==> src/rtl/find_one_idx_pkg.sv <==
// Shared widths and helpers for the first-four-set-bits locator.
package find_one_idx_pkg;

  localparam int unsigned DATA_W    = 128;
  localparam int unsigned IDX_W     = 7;
  localparam int unsigned MAX_FOUND = 4;
  localparam int unsigned NUM_W     = 3;

  // Found flags are monotone (stage k only fires if stage k-1 did), so the
  // plain sum is already the count saturated at MAX_FOUND.
  function automatic logic [NUM_W-1:0] count_found(input logic [MAX_FOUND-1:0] f);
    logic [NUM_W-1:0] cnt;
    cnt = '0;
    for (int unsigned i = 0; i < MAX_FOUND; i++) begin
      cnt = cnt + NUM_W'(f[i]);
    end
    return cnt;
  endfunction

endpackage

==> src/rtl/find_one_idx_lsb_one_enc.sv <==
// Combinational lowest-set-bit encoder; also strips that bit for the next stage.
module lsb_one_enc
  import find_one_idx_pkg::*;
(
  input  logic [DATA_W-1:0] w,
  output logic [IDX_W-1:0]  idx,
  output logic              found,
  output logic [DATA_W-1:0] w_next
);

  logic [DATA_W-1:0] lsb;

  // Isolate the lowest 1 as a one-hot word, then OR-encode its position;
  // this keeps the encoder a flat OR tree instead of a 128-deep priority chain.
  assign lsb    = w & (~w + DATA_W'(1));
  assign w_next = w & (w - DATA_W'(1));
  assign found  = |w;

  always_comb begin
    idx = '0;
    for (int unsigned i = 0; i < DATA_W; i++) begin
      if (lsb[i]) begin
        idx = idx | IDX_W'(i);
      end
    end
  end

endmodule

==> src/rtl/find_one_idx.sv <==
// Registered locator of the first four set bits of a 128-bit word, 1-cycle latency.
module find_one_idx
  import find_one_idx_pkg::*;
(
  input  logic              i_clk,
  input  logic              i_rst_n,
  input  logic [DATA_W-1:0] i_data,
  output logic [IDX_W-1:0]  o_idx1,
  output logic [IDX_W-1:0]  o_idx2,
  output logic [IDX_W-1:0]  o_idx3,
  output logic [IDX_W-1:0]  o_idx4,
  output logic [NUM_W-1:0]  o_num_found
);

  logic [DATA_W-1:0]    w_chain [MAX_FOUND+1];
  logic [IDX_W-1:0]     idx     [MAX_FOUND];
  logic [MAX_FOUND-1:0] found;
  logic [DATA_W-1:0]    tail_unused;

  assign w_chain[0]  = i_data;
  assign tail_unused = w_chain[MAX_FOUND];

  for (genvar k = 0; k < MAX_FOUND; k++) begin : g_stage
    lsb_one_enc u_enc (
      .w      (w_chain[k]),
      .idx    (idx[k]),
      .found  (found[k]),
      .w_next (w_chain[k+1])
    );
  end

  // A stage that sees an empty word already reports index 0, so no extra masking.
  always_ff @(posedge i_clk or negedge i_rst_n) begin
    if (!i_rst_n) begin
      o_idx1      <= '0;
      o_idx2      <= '0;
      o_idx3      <= '0;
      o_idx4      <= '0;
      o_num_found <= '0;
    end else begin
      o_idx1      <= idx[0];
      o_idx2      <= idx[1];
      o_idx3      <= idx[2];
      o_idx4      <= idx[3];
      o_num_found <= count_found(found);
    end
  end

endmodule

==> config.mk <==
export PLATFORM = sky130hd
export DESIGN_NAME = find_one_idx
export DESIGN_NICKNAME = d
export VERILOG_FILES = /design/src/rtl/find_one_idx_pkg.sv /design/src/rtl/find_one_idx_lsb_one_enc.sv /design/src/rtl/find_one_idx.sv
export SDC_FILE = /design/constraint.sdc
export NUM_CORES = 1
export LEC_CHECK = 0
export CAP_MARGIN = 20
export CORE_MARGIN = 2
export CORE_UTILIZATION = 39
export DETAILED_ROUTE_END_ITERATION = 8
export SLEW_MARGIN = 20
export SYNTH_ARGS = -nofsm -noshare
export SYNTH_HDL_FRONTEND = slang
export SYNTH_SLANG_ARGS = --single-unit
==> constraint.sdc <==
create_clock -name i_clk -period 1 [get_ports i_clk]
set_clock_uncertainty 0.05 [all_clocks]
set_input_delay 0.2 -clock i_clk [delete_from_list [all_inputs] [get_ports i_clk]]
set_output_delay 0.2 -clock i_clk [all_outputs]
set_load 0.005 [all_outputs]
==> results of run 1 <==
==> cell families after synthesis <==
family / after synthesis / synth area share
AOI/OAI and AO/OA: 776 / 0.325
adders and majority gates: 18 / 0.0113
buffers and inverters: 192 / 0.0462
xor gates and xnor gates: 14 / 0.00713
muxes: 5 / 0.00305
DFF: 31 / 0.0451
and+or+nand+nor: 1774 / 0.563
==> cell usage after synthesis (63+ instances only) <==
cell	instances
clkbuf_1	88
nor3_1	164
a21oi_1	131
nand3_1	181
nand4_1	138
and3_1	63
nor2_1	340
nand2_1	313
a31oi_1	87
o21ai_0	94
nor4_1	158
or4_1	65
==> metrics by stage <==
step	setup TNS, ps	worst slack, ps	instances	hold WS, ps
after CTS	-136480	-5740	5193	343
after detailed placement	-166790	-6850	5094	118
after global placement	-162250	-6620	5094	115
after floorplan	-133390	-6230	2810	-146
==> what timing repair did <==
item	CTS
gates cloned	1
hold buffers	1
pin swaps	109
resized for setup	448
setup buffers	89
hold endpoints to repair	31
setup endpoints to repair	62
==> metal layers <==
| layer | overflow | global-route usage |
|---|---|---|
| met3 | 2 | 0.499 |
| met5 | 0 | 0.270 |
| met1 | 5 | 0.654 |
| met2 | 59 | 0.834 |
| met4 | 45 | 0.632 |
==> flow_metrics.tcl, run 1 <==
set metrics [dict create \
    yosysTopAreaCell "nor2_1" \
    grt_use_total 0.657 \
    syn_area_per_cell_um2 6.12 \
    grt_max_degree 32 \
    clkSinkCount 31 \
    synth_seq_cells 31 \
    async_flop_share 1.00 \
    die_height_um 214 \
    status "did not finish" \
    fp-row-count 76 \
    dpl_cell_area_um2 32100 \
    synth.cell_area_um2 17200 \
    ys_warn_count 0 \
    error_line "[ERROR GRT-0116] Global routing finished with congestion. Check the congestion regions in the DRC Viewer." \
    synth_top_cells_by_area "nor2_1 7.4%, nand2_1 6.8%, nor4_1 5.7%, nand3_1 5.3%, nand4_1 5.0%" \
    die_w_um 214 \
    grt_overflow 111 \
    lastStage "5_1_grt" \
    io-pin-count 161 \
    netlist.area_leader.share 0.0742 \
    synth_edf_count 0 \
    initial_utilization 0.398 \
    hpwl_mm 103 \
    cts-root-buf "clkbuf_16" \
    htree_levels 2 \
    ys_types 102 \
    io_buffers 160 \
    synth-seq-area-share 0.0451 \
    synthFlopType "dfrtp_1" \
    gp_congestion 1.51 \
    grt_pass1_vias 40870 \
    clockBufferDepth 2 \
    grt_pass1_wl_mm 239 \
    numCtsBuffers 5 \
    netlist_instances 2810 \
    syn_nets 2943 \
]
==> inputs of run 2 (changes only) <==
--- a/config.mk
+++ b/config.mk
@@ -7,8 +7,9 @@
 export LEC_CHECK = 0
 export CAP_MARGIN = 20
 export CORE_MARGIN = 2
-export CORE_UTILIZATION = 39
+export CORE_UTILIZATION = 24
 export DETAILED_ROUTE_END_ITERATION = 8
+export PLACE_DENSITY_LB_ADDON = 0.15
 export SLEW_MARGIN = 20
 export SYNTH_ARGS = -nofsm -noshare
 export SYNTH_HDL_FRONTEND = slang
==> run 2 against run 1 <==
Against the previous run:
- the flow now finishes, with violations (negative setup slack)
- area after synthesis unchanged
- synthesized cell count did not move
==> flow_metrics.tcl, run 2 <==
set metrics [dict create \
    start_kind "primary input" \
    antenna_found_initial 2 \
    grt_overflow 0 \
    final_cell_mix "1919 x buf_4, 311 x nor2_1, 294 x nand2_1, 155 x nand3_1, 138 x nand4_1" \
    tritoncts "yes" \
    syn_nets 2943 \
    worst_pin_slew_ps 1170 \
    hold_viol_final 0 \
    cap_violations 0 \
    failed_checks "negative setup slack" \
    drt_iter0_markers 3473 \
    setup_tns_ps -139360 \
    grt_use_total 0.409 \
    hold_path_class "in -> async" \
    final_design_area_no_fill_um2 39200 \
    io_buffers 160 \
    critical_path_class "in -> reg" \
    die_height_um 272 \
    met3_usage 0.0605 \
    cp_common_cell "or4_4" \
    synth.most_common_cell "nor2_1" \
    postLayoutSetupSlackWorst_ps -6010 \
    fin_crit_sh 7.01 \
    netlist.area_leader.share 0.0742 \
    core-area_um2 71200 \
    clkSinkCount 31 \
    path_max_fanout 5 \
    drt_wl_total_mm 160 \
    dpl_cell_area_um2 33900 \
    clockBufferDepth 2 \
    p_leak_nw 17.7 \
    ys_warn_count 0 \
    synth_edf_count 0 \
    nNetsFinal 5060 \
    status "finished, violations left" \
    drive_above_1_share 0.554 \
    grt_busiest_layer "met2" \
    viasPerCell 5.95 \
    max-vdd-ir-drop_mv 0.533 \
    netlist_instances 2810 \
    worst_ep_required_time_ps 1130 \
    postRouteAntennaNets 0 \
    critPathArrivalTime_ps 7140 \
    htree_levels 2 \
    period_minus_slack_ps 7010 \
    final_common_cell "buf_4" \
    timing.hold.ws_ps 352 \
    gp_congestion 1.16 \
    synth_top_cells_by_area "nor2_1 7.4%, nand2_1 6.8%, nor4_1 5.7%, nand3_1 5.3%, nand4_1 5.0%" \
    grt_max_degree 32 \
    power_density_nw_per_um2 330 \
    first_pass_iters 6 \
    ys_types 102 \
    vias 34975 \
    crit_path_max_incr_delay_ps 570 \
    die_w_um 272 \
    cts-root-buf "clkbuf_16" \
    crit_chain "buf_6 -> or4_4 -> or3_4 -> or4_4 -> and2_4 -> or4_4 -> buf_6 -> nor2_4 -> buf_6 -> nand4_4 -> o41a_1 -> or4_4 -> or4_4 -> or4_4 -> nor3_4 -> nand4_2 -> nor2_2 -> and4b_1 -> nand4bb_4 -> nand4_1 -> or4_4 -> or4b_1" \
    slew_viol_final 0 \
    synth-seq-area-share 0.0451 \
    synth_seq_cells 31 \
    setup_viol 62 \
    fp-row-count 98 \
    fmax_mhz 143 \
    syn_area_per_cell_um2 6.12 \
    initial_utilization 0.241 \
    synth.cell_area_um2 17200 \
    path_clk_slew_ps 60 \
    synthFlopType "dfrtp_1" \
    final_core_util 0.550 \
    route.detailed.drc 0 \
    rsz0062_at_grt "yes" \
    slew_headroom 0.216 \
    post_drt_wl_per_cell_um 27.3 \
    yosysTopAreaCell "nor2_1" \
    grt_pass1_wl_mm 225 \
    hpwl_mm 135 \
    crit_path_end_kind "flip-flop" \
    io-pin-count 161 \
    async_flop_share 1.00 \
    path_delay_family "simple AND/OR/NAND/NOR gates" \
    numCtsBuffers 5 \
    syn2layout_area_growth_pct 128 \
    grt_use_met1 0.494 \
    use_met2 0.702 \
    n_fill_cell 7002 \
    dieArea_um2 73800 \
    timing.critical_path.buf_inv 3 \
    yosys-top-cells-count "340 x nor2_1, 313 x nand2_1, 181 x nand3_1" \
    grt_pass1_vias 34256 \
    dp_slack_ps -7000 \
    worst_path_max_delay_cell "or4_4" \
]
-- run 2: cell counts after synthesis --
Identical to the previous run, type by type.
-- run 2: cells by family (layout without fill, tap and decap cells) --
| group | Yosys count | in the layout | synth area share |
|---|---|---|---|
| buf+inv | 192 | 2310 | 0.0462 |
| flops | 31 | 31 | 0.0451 |
| mux | 5 | 5 | 0.00305 |
| xor+xnor | 14 | 14 | 0.00713 |
| fa+ha+maj | 18 | 18 | 0.0113 |
| other cells | 0 | 1 | 0 |
| compound gates | 776 | 776 | 0.325 |
| simple gates | 1774 | 1774 | 0.563 |
-- run 2: cell type report --
cell class | count | area, um2 | share of cell area
multi-input combinational | 2587 | 19100 | 0.486
timing repair buffer | 2240 | 17800 | 0.453
tap | 950 | 1190 | 0.0303
sequential | 31 | 776 | 0.0198
inverter | 62 | 235 | 0.00600
clock buffer | 6 | 139 | 0.00354
clock inverter | 2 | 35.0 | 0.000894
antenna | 1 | 2.50 | 0.0000639
-- run 2: final timing paths --
check                           start                   to  slack (ps)  cells after the start
min in group i_clk         i_data[73]  o_idx1[6]$_DFF_PN0_         610                      4
max in group asynchronous     i_rst_n  o_idx4[2]$_DFF_PN0_         320                      3
worst min-delay path          i_rst_n  o_idx1[1]$_DFF_PN0_         350                      3
worst max-delay path       i_data[10]  o_idx4[6]$_DFF_PN0_       -6010                     22
-- run 2: power by group --
group / switching (W) / internal (W) / total, W
Clock: 0.000737 / 0.00124 / 0.00198
Combinational: 0.00514 / 0.00447 / 0.00961
Sequential: 0.0000185 / 0.00133 / 0.00134
Total: 0.00590 / 0.00703 / 0.0129
-- run 2: stage by stage --
stage	power [W]	instances
global placement	0.00983	5614
detailed placement	0.00989	5614
finish	0.0129	5879
floorplan	0.00421	2810
global route	0.0134	5878
CTS	0.0122	5740
-- run 2: routing by layer --
| metal | wire length [um] | up-vias |
|---|---|---|
| met5 | 0 | - |
| li1 | - | 15519 |
| met3 | 12000 | 565 |
| met4 | 10300 | 0 |
| met2 | 74900 | 1859 |
| met1 | 63100 | 17032 |
-- run 2: what timing repair did --
item / CTS / global route
hold endpoints to repair: 31 / 0
pin swaps: 153 / 191
buffers inserted: 118 / 146
gates cloned: 0 / 2
hold buffers: 1 / 0
gates resized for setup: 575 / 468
endpoints found under the setup margin: 62 / 62
Note: power is estimated with default switching activity, not from simulation.
